### src/rtl/sga_move_control_if.sv
// rtl/sga_move_control_if.sv - control/status bundle of the snake move controller
// Ports carried:
//   buttons[3:0]   raw active-high direction buttons (bit i requests direction i)
//   enable         playing state from UC; timer runs only when 1
//   pause          freezes the step timer
//   clear          synchronous game clear
//   size[3:0]      current snake size from FD
//   direction[1:0] committed direction (00 up, 01 right, 10 down, 11 left)
//   end_play_time  one-cycle step tick
//   dir_changed    one-cycle pulse when a tick commits a new direction
//   db_pending[1:0] pending direction (debug)
// Modports: master drives the inputs (UC/board side), slave is the controller.
interface sga_move_control_if;
   logic [3:0] buttons;
   logic       enable;
   logic       pause;
   logic       clear;
   logic [3:0] size;
   logic [1:0] direction;
   logic       end_play_time;
   logic       dir_changed;
   logic [1:0] db_pending;

   modport master (
      output buttons, enable, pause, clear, size,
      input  direction, end_play_time, dir_changed, db_pending
   );

   modport slave (
      input  buttons, enable, pause, clear, size,
      output direction, end_play_time, dir_changed, db_pending
   );
endinterface

### src/rtl/sga_move_control.sv
// rtl/sga_move_control.sv - button debounce, direction arbitration and step timer
// Ports:
//   clock      sole clock, rising edge
//   restart_n  asynchronous active-low reset
//   bus        sga_move_control_if.slave (buttons/enable/pause/clear/size in,
//              direction/end_play_time/dir_changed/db_pending out)
// Optional feature: define SGA_SPEEDUP_EN to shorten the step period with snake
// size, period = max(MOVE_PERIOD - size*SPEEDUP_STEP, MIN_PERIOD).
module sga_move_control #(
   parameter int DEBOUNCE_CYCLES = 1000,
   parameter int MOVE_PERIOD     = 25000000,
   parameter int SPEEDUP_STEP    = 1000000,
   parameter int MIN_PERIOD      = 5000000
) (
   input logic               clock,
   input logic               restart_n,
   sga_move_control_if.slave bus
);

   localparam int DBW = $clog2(DEBOUNCE_CYCLES + 1);

   logic [3:0]     sync1, sync2;
   logic [3:0]     accepted, accepted_d;
   logic [DBW-1:0] db_cnt [4];

   logic [1:0]  direction, pending;
   logic [31:0] count;
   logic        end_play_time, dir_changed;

   logic [3:0]  press;
   logic        press_valid;
   logic [1:0]  press_dir;
   logic [1:0]  ref_dir;
   logic [31:0] eff_period;
   logic        running, tick;

   // Synchronizer and per-bit debounce; untouched by clear.
   always_ff @(posedge clock or negedge restart_n) begin
      if (!restart_n) begin
         sync1      <= '0;
         sync2      <= '0;
         accepted   <= '0;
         accepted_d <= '0;
         for (int i = 0; i < 4; i++) db_cnt[i] <= '0;
      end else begin
         sync1      <= bus.buttons;
         sync2      <= sync1;
         accepted_d <= accepted;
         for (int i = 0; i < 4; i++) begin
            if (sync2[i] == accepted[i]) begin
               db_cnt[i] <= '0;
            end else if (db_cnt[i] == DBW'(DEBOUNCE_CYCLES - 1)) begin
               // this cycle is the DEBOUNCE_CYCLES-th consecutive difference
               accepted[i] <= sync2[i];
               db_cnt[i]   <= '0;
            end else begin
               db_cnt[i] <= db_cnt[i] + 1'b1;
            end
         end
      end
   end

   assign press = accepted & ~accepted_d;

   // Lowest bit index wins when several presses land in one cycle.
   always_comb begin
      press_valid = |press;
      press_dir   = 2'd0;
      if (press[0])      press_dir = 2'd0;
      else if (press[1]) press_dir = 2'd1;
      else if (press[2]) press_dir = 2'd2;
      else if (press[3]) press_dir = 2'd3;
   end

`ifdef SGA_SPEEDUP_EN
   logic [31:0] period_q;
   logic [31:0] period_calc;
   logic [63:0] dec;

   // Wide arithmetic so a large size cannot underflow the subtraction.
   always_comb begin
      dec = 64'(bus.size) * 64'(SPEEDUP_STEP);
      if (dec + 64'(MIN_PERIOD) >= 64'(MOVE_PERIOD)) period_calc = 32'(MIN_PERIOD);
      else                                           period_calc = 32'(64'(MOVE_PERIOD) - dec);
   end

   // Period is latched at count 0 so a size change never stretches a running step.
   always_ff @(posedge clock or negedge restart_n) begin
      if (!restart_n)       period_q <= 32'(MOVE_PERIOD);
      else if (count == 0)  period_q <= period_calc;
   end

   assign eff_period = (count == 0) ? period_calc : period_q;
`else
   logic unused_size;
   assign unused_size = ^bus.size;
   assign eff_period  = 32'(MOVE_PERIOD);
`endif

   assign running = bus.enable && !bus.pause;
   assign tick    = running && (count == eff_period - 32'd1);
   // Reversal is judged against the value being committed in a tick cycle.
   assign ref_dir = tick ? pending : direction;

   always_ff @(posedge clock or negedge restart_n) begin
      if (!restart_n) begin
         direction     <= 2'b01;
         pending       <= 2'b01;
         count         <= '0;
         end_play_time <= 1'b0;
         dir_changed   <= 1'b0;
      end else if (bus.clear) begin
         direction     <= 2'b01;
         pending       <= 2'b01;
         count         <= '0;
         end_play_time <= 1'b0;
         dir_changed   <= 1'b0;
      end else begin
         end_play_time <= 1'b0;
         dir_changed   <= 1'b0;
         if (!bus.enable) begin
            count <= '0;
         end else if (!bus.pause) begin
            if (tick) begin
               count         <= '0;
               end_play_time <= 1'b1;
               direction     <= pending;
               dir_changed   <= (pending != direction);
            end else begin
               count <= count + 32'd1;
            end
         end
         if (press_valid && (press_dir != (ref_dir ^ 2'b10)))
            pending <= press_dir;
      end
   end

   assign bus.direction     = direction;
   assign bus.db_pending    = pending;
   assign bus.end_play_time = end_play_time;
   assign bus.dir_changed   = dir_changed;

endmodule

### src/flat_wrapper.sv
// flat-port wrapper written by rule: the top's interface ports become plain ports
module sga_move_control_flat 
#(
   parameter int DEBOUNCE_CYCLES = 1000,
   parameter int MOVE_PERIOD     = 25000000,
   parameter int SPEEDUP_STEP    = 1000000,
   parameter int MIN_PERIOD      = 5000000
)
  (clock, restart_n, bus_buttons, bus_enable, bus_pause, bus_clear, bus_size, bus_direction, bus_end_play_time, bus_dir_changed, bus_db_pending);
  sga_move_control_if bus_i ();
  input logic clock;
  input logic restart_n;
  input wire logic [$bits(bus_i.buttons)-1:0] bus_buttons;
  input wire logic [$bits(bus_i.enable)-1:0] bus_enable;
  input wire logic [$bits(bus_i.pause)-1:0] bus_pause;
  input wire logic [$bits(bus_i.clear)-1:0] bus_clear;
  input wire logic [$bits(bus_i.size)-1:0] bus_size;
  output wire logic [$bits(bus_i.direction)-1:0] bus_direction;
  output wire logic [$bits(bus_i.end_play_time)-1:0] bus_end_play_time;
  output wire logic [$bits(bus_i.dir_changed)-1:0] bus_dir_changed;
  output wire logic [$bits(bus_i.db_pending)-1:0] bus_db_pending;
  assign bus_i.buttons = bus_buttons;
  assign bus_i.enable = bus_enable;
  assign bus_i.pause = bus_pause;
  assign bus_i.clear = bus_clear;
  assign bus_i.size = bus_size;
  assign bus_direction = bus_i.direction;
  assign bus_end_play_time = bus_i.end_play_time;
  assign bus_dir_changed = bus_i.dir_changed;
  assign bus_db_pending = bus_i.db_pending;
  sga_move_control #(.DEBOUNCE_CYCLES(DEBOUNCE_CYCLES), .MOVE_PERIOD(MOVE_PERIOD), .SPEEDUP_STEP(SPEEDUP_STEP), .MIN_PERIOD(MIN_PERIOD)) u_core (.clock(clock), .restart_n(restart_n), .bus(bus_i));
endmodule
### config.mk
export PLATFORM = sky130hd
export DESIGN_NAME = sga_move_control_flat
export DESIGN_NICKNAME = d
export VERILOG_FILES = /design/src/rtl/sga_move_control_if.sv /design/src/rtl/sga_move_control.sv /design/src/flat_wrapper.sv
export SDC_FILE = /design/constraint.sdc
export NUM_CORES = 1
export LEC_CHECK = 0
export ABC_AREA = 1
export BUFFER_PORTS_ARGS = -buffer_cell sky130_fd_sc_hd__clkbuf_2
export CORE_MARGIN = 4
export CORE_UTILIZATION = 36
export CTS_BUF_LIST = sky130_fd_sc_hd__clkbuf_8
export DETAILED_ROUTE_END_ITERATION = 7
export PLACE_DENSITY = 0.62
export SLEW_MARGIN = 10
export SYNTH_ARGS = -nofsm -noshare
export SYNTH_HDL_FRONTEND = slang
export SYNTH_SLANG_ARGS = --single-unit
### constraint.sdc
create_clock -name clock -period 2.35 [get_ports clock]
set_input_delay 0.1175 -clock clock [delete_from_list [all_inputs] [get_ports clock]]
set_output_delay 0.1175 -clock clock [all_outputs]
set_load 0.01 [all_outputs]
==> results.sh, run 1 <==
export IMPL_cts_buffers=9
export IMPL_initial_utilization_pct=36.89
export IMPL_cts_sink_count=94
export IMPL_diodes=0
export IMPL_finClkSkew_ns=0.01136
export IMPL_grt_max_degree=56
export IMPL_critPathKind="reg2reg"
export IMPL_cp_end_kind="register"
export IMPL_finalSetupViolCount=0
export IMPL_grt_pass1_vias=3843
export IMPL_min_period_ns=1.995
export IMPL_die_x_um=124.5
export IMPL_fillCellCount=1360
export IMPL_startpoint_type="register"
export IMPL_fp_dieH_um=124.5
export IMPL_synthCells=591
export IMPL_maxCapViolCount=0
export IMPL_ir_drop_mv=0.3990
export IMPL_port_buffers=14
export IMPL_post_drt_wl_per_cell_um=12.16
export IMPL_place_hpwl_um=7103
export IMPL_multiInputGateArea_um2=2186
export IMPL_clk_latency_ns=0.36
export IMPL_via_per_inst=4.877
export IMPL_ys_flop_type="dfrtp_1"
export IMPL_report_final_slew_viol_count=0
export IMPL_required_ns=2.57
export IMPL_drt_drc_violations_left=0
export IMPL_synth_yosys_seq_area_share_pct=48.21
export IMPL_hold_worst_slack_ns=0.03166
export IMPL_worstHoldPathType="in2reg"
export IMPL_ys_ff_latch=94
export IMPL_clk_pin_slew_ns=0.09
export IMPL_gp_congestion=0.8481
export IMPL_total_power_uw=2888
export IMPL_period_share_pct=84.91
export IMPL_io_pins=19
export IMPL_setup_tns_ns=0
export IMPL_synth_cell_area_um2=4885
export IMPL_nNetsFinal=636
export IMPL_vias=3897
export IMPL_layout_common_cells="nand2_1, dfrtp_1, inv_1"
export IMPL_status="completed"
export IMPL_cts_post_setup_buffers_inserted=0
export IMPL_grt_pass1_wl_um=17310
export IMPL_root_buffer="clkbuf_8"
export IMPL_worstMarginPinSlew_ns=0.8715
export IMPL_synth_edf_count=0
export IMPL_cts_path_max_buffers=2
export IMPL_ant_nets=0
export IMPL_rsz0062_at_grt="no"
export IMPL_max_slew_margin_rel_pct=41.40
export IMPL_cts_htree_levels=3
export IMPL_syn_area_per_cell_um2=8.265
export IMPL_mostFrequentLayoutCell="nand2_1"
export IMPL_core_area_um2=13240
export IMPL_fin_area_um2=5433
export IMPL_antenna_found_initial=0
export IMPL_cts_tree="built"
export IMPL_seqCellArea_um2=2355
export IMPL_ys_warn_count=0
export IMPL_synth_cell_type_count=44
export IMPL_die_area_um2=15500
export IMPL_drive_gt1_share_pct=11.40
export IMPL_max_freq_mhz=501.1
export IMPL_syn_to_final_growth_pct=11.22
export IMPL_grt_usage_pct=13.19
export IMPL_place_inst=778
export IMPL_cts_resized_gates=0
export IMPL_async_flop_share_pct=100.0
export IMPL_drt_iter0_markers=267
export IMPL_synth_fp_nets=609
export IMPL_rows=42
export IMPL_hold_viol=0
export IMPL_routed_wl_um=9717
export IMPL_stdcell_count=799
export IMPL_drtPass1Iterations=6
export IMPL_p_leak_uw=0.002368
export IMPL_place_area_um2=5180
export IMPL_path_max_fanout=11
export IMPL_grt_overflow_total=0
export IMPL_arrival_ns=2.22
export IMPL_power_density_nw_per_um2=531.6
-- worst paths after layout --
check | slack (ns) | endpoint | cells past startpoint | start
worst max-delay path | 0.35 | u_core.count[26] | 11 | u_core.count[0]
max in group asynchronous | 1.40 | u_core.db_cnt[27] | 3 | restart_n
worst min-delay path | 0.03 | u_core.bus.direction[1] | 2 | bus_clear
worst max register to register | 0.35 | u_core.count[26] | 11 | u_core.count[0]
min in group asynchronous | 0.28 | u_core.count[10] | 2 | restart_n
worst min register to register | 0.35 | u_core.sync2[1] | 0 | u_core.sync1[1]
-- synth_stat cells (2+ instances only) --
cell	number	share of area, %
dfstp_2	2	1.1
ha_1	5	1.3
dfrtp_1	92	47
o21ai_0	23	2.4
nor4_1	3	0.38
nor2_1	74	5.7
nor3b_1	4	0.61
nand3_1	32	3.3
inv_1	80	6.1
o22ai_2	2	0.51
nor2_4	8	1.8
inv_2	3	0.23
o31ai_1	3	0.46
nand2_1	115	8.8
nand2_2	11	1.4
a21oi_1	22	2.3
xor2_1	16	2.9
nor2_2	2	0.26
nand4_1	9	1.2
nor3_4	3	1.0
xnor2_1	6	1.1
mux2_2	3	0.69
or2_2	2	0.26
nor3_1	31	3.2
buf_2	2	0.20
clkbuf_1	3	0.23
and3_1	3	0.38
nand3b_1	3	0.46
o22ai_1	11	1.4
o21a_1	3	0.46
a31oi_1	2	0.26
-- layer usage --
metal	wire [µm]	global-route usage, %
met1	4650	17.54
met2	4494	20.83
met3	378	3.431
met4	193	4.707
met5	0	0
-- critical path: stages, from the launching register on --
cell and delay [ns]:
dfrtp_1 0.39, ha_1 0.19, nand2_2 0.08, nor2_4 0.18
nand2_1 0.07, nor2_1 0.14, nand3_1 0.13, nand2_2 0.16
buf_4 0.22, a21oi_1 0.07, o21ai_0 0.10, o21ai_0 0.12
-- flip-flops by register name, summed over array words and instances, names as in the netlist --
signal                    flops
u_core.bus.dir_changed        1
u_core.db_cnt                40
u_core.sync1                  4
u_core.bus.db_pending         2
u_core.accepted_d             4
u_core.count                 32
u_core.bus.end_play_time      1
u_core.sync2                  4
u_core.bus.direction          2
u_core.accepted               4
-- power by group --
part / total, µW / internal [µW] / leakage (µW) / switching, µW
Clock: 1100 / 543 / 0.000112 / 552
Sequential: 1660 / 1640 / 0.00128 / 18.2
Combinational: 131 / 41.1 / 0.000978 / 89.9
-- layout make-up --
| type | instances | area share (%) |
|---|---|---|
| multi-input combinational | 408 | 40.23 |
| sequential | 94 | 43.34 |
| inverter | 83 | 5.735 |
| clock buffer | 11 | 2.787 |
| tap | 176 | 4.053 |
| clock inverter | 5 | 0.9443 |
| timing repair buffer | 22 | 2.902 |
-- stage by stage --
| step | util, % | worst slack [ns] |
|---|---|---|
| after global placement | 39.12 | 0.4529 |
| after floorplan | - | 0.6690 |
| final | 41.02 | 0.3545 |
| after detailed placement | 39.12 | 0.3911 |
| after global routing | 41.02 | 0.2020 |
| after CTS | 41.02 | 0.3812 |
-- kinds of logic (layout without fill, tap and decap cells) --
logic type	count (synthesis)	in the layout	share of synthesized area (%)
DFF	94	94	48.21
muxes	3	3	0.6915
and+or+nand+nor	303	303	29.53
buffers and inverters	89	121	7.044
xor gates and xnor gates	22	22	3.945
adders and majority gates	5	5	1.281
AOI/OAI and AO/OA	75	75	9.298
-- timing repair --
action                     4_1_cts  5_1_grt
hold buffers                     5        0
setup endpoints to repair        0        0
hold endpoints to repair        41        0
No activity file was read; power rests on OpenSTA's default activity.
==> run 2: changes to the inputs <==
==> constraint.sdc (replaced) <==
create_clock -name clock -period 2 [get_ports clock]
set_input_delay 0.1 -clock clock [delete_from_list [all_inputs] [get_ports clock]]
set_output_delay 0.1 -clock clock [all_outputs]
set_load 0.01 [all_outputs]
==> results.sh, run 2 (synthesis gave the netlist of run 1 again) <==
export IMPL_status="completed"
export IMPL_reg2reg_slack_ns=0.08
export IMPL_r2r_end="u_core.count[28]"
export IMPL_cp_end_kind="register"
export IMPL_period_share_pct=95.94
export IMPL_finalSetupViolCount=0
export IMPL_clk_latency_ns=0.36
export IMPL_combPwrFrac_pct=4.7
export IMPL_cts_sink_count=94
export IMPL_routed_wl_um=9754
export IMPL_grt_pass1_wl_um=17260
export IMPL_mostFrequentLayoutCell="nand2_1"
export IMPL_grt_usage_pct=13.28
export IMPL_ir_drop_mv=0.5613
export IMPL_power_density_nw_per_um2=621.7
export IMPL_io_pins=19
export IMPL_worstMarginPinSlew_ns=0.7792
export IMPL_top_regs="u_core.db_cnt x40, u_core.count x32"
export IMPL_min_period_ns=1.919
export IMPL_place_hpwl_um=7142
export IMPL_diodes=0
export IMPL_cts_tree="built"
export IMPL_rsz0062_at_grt="yes"
export IMPL_drtPass1Iterations=5
export IMPL_max_slew_margin_rel_pct=47.99
export IMPL_grt_pass1_vias=3867
export IMPL_port_buffers=14
export IMPL_p_sw_uw=811.0
export IMPL_largest_register="u_core.db_cnt"
export IMPL_grt_overflow_total=0
export IMPL_r2r_start="u_core.count[0]"
export IMPL_post_drt_wl_per_cell_um=12.12
export IMPL_startpoint_type="register"
export IMPL_p_leak_uw=0.002389
export IMPL_hold_viol=0
export IMPL_layout_common_cells="nand2_1, dfrtp_1, inv_1"
export IMPL_fp_dieH_um=124.5
export IMPL_critPathKind="reg2reg"
export IMPL_drive_gt1_share_pct=13.04
export IMPL_internal_power_uw=2605
export IMPL_clk_pin_slew_ns=0.09
export IMPL_path_max_fanout=6
export IMPL_maxCapViolCount=0
export IMPL_setup_tns_ns=0
export IMPL_via_per_inst=4.891
export IMPL_hold_worst_slack_ns=0.1187
export IMPL_root_buffer="clkbuf_8"
export IMPL_largest_register_ff_count=40
export IMPL_nNetsFinal=642
export IMPL_syn_to_final_growth_pct=12.50
export IMPL_initial_utilization_pct=36.89
export IMPL_cts_buffers=9
export IMPL_total_power_uw=3416
export IMPL_rows=42
export IMPL_antenna_found_initial=0
export IMPL_max_freq_mhz=521.2
export IMPL_vias=3937
export IMPL_die_area_um2=15500
export IMPL_p_clk_share_pct=38.1
export IMPL_worstHoldPathType="in2async"
export IMPL_arrival_ns=2.15
export IMPL_utilization_pct=41.50
export IMPL_core_area_um2=13240
export IMPL_report_final_slew_viol_count=0
export IMPL_cts_path_max_buffers=2
export IMPL_die_x_um=124.5
export IMPL_fillCellCount=1342
export IMPL_finClkSkew_ns=0.008553
export IMPL_r2r_cells=10
export IMPL_power_share_sequential_pct=57.2
export IMPL_required_ns=2.23
export IMPL_swShare_pct=23.74
export IMPL_cts_htree_levels=3
export IMPL_gp_congestion=0.8665
export IMPL_drt_iter0_markers=258
export IMPL_grt_max_degree=57
export IMPL_ant_nets=0
export IMPL_drt_drc_violations_left=0
==> run 2: routing by layer <==
| layer | GRT usage (%) | wire length, µm | up-vias |
|---|---|---|---|
| li1 | - | - | 1990 |
| met1 | 16.59 | 4560 | 1865 |
| met2 | 22.46 | 4692 | 76 |
| met3 | 3.731 | 405 | 6 |
| met4 | 3.804 | 95 | 0 |
| met5 | 0 | 0 | - |
==> run 2: power by group through the flow <==
stage	Combinational, µW	Sequential [µW]	Clock, µW
floorplan	73.3	1990	0
global placement	150	1990	0
detailed placement	155	1990	0
CTS	165	1950	1360
global route	186	1960	1450
finish	161	1950	1300
==> run 2: how the worst max path moves through the flow <==
stage | slack, ns | start | cells after the start | endpoint
4_1_cts | 0.08 | u_core.count[0] | 10 | u_core.count[28]
5_1_grt | -0.08 | u_core.count[0] | 10 | u_core.count[28]
2_1_floorplan | 0.32 | u_core.count[0] | 10 | u_core.count[28]
6_report | 0.08 | u_core.count[0] | 10 | u_core.count[28]
3_5_place_dp | 0.09 | u_core.count[0] | 10 | u_core.count[28]
3_3_place_gp | 0.16 | u_core.count[0] | 10 | u_core.count[28]
==> run 2: area by class of cell <==
type                    count  area (µm²)  share of cell area, %
clock buffers              10       137.6                  2.505
well taps                 176       220.2                  4.007
multi-input cells         408        2196                  39.96
clock inverters             6       70.07                  1.275
flip-flops and latches     94        2355                  42.85
repair buffers             28       205.2                  3.734
inverters                  83       311.5                  5.669
==> run 2: critical path, cell delays in order (launching register included) <==
cell	delay [ns]
dfrtp_1	0.39
ha_1	0.18
nand2_2	0.08
nor2_4	0.19
nand2_2	0.12
nor2_4	0.14
nand2_4	0.09
nor3_4	0.18
nand4_1	0.12
xor2_1	0.20
o22ai_2	0.08
==> run 2: timing repair <==
item | 4_1_cts | 5_1_grt
hold buffers | 6 | 0
gates resized for setup | 0 | 5
setup endpoints to repair | 0 | 6
hold endpoints to repair | 97 | 0
buffers inserted | 0 | 2
==> run 2: per-stage QoR <==
step / instances / setup WS (ns) / cell area, µm²
global placement: 781 / 0.1587 / 5202
detailed placement: 781 / 0.08712 / 5202
CTS: 803 / 0.07606 / 5470
floorplan: 591 / 0.3190 / 4885
global route: 805 / -0.07805 / 5495
finish: 805 / 0.08117 / 5495
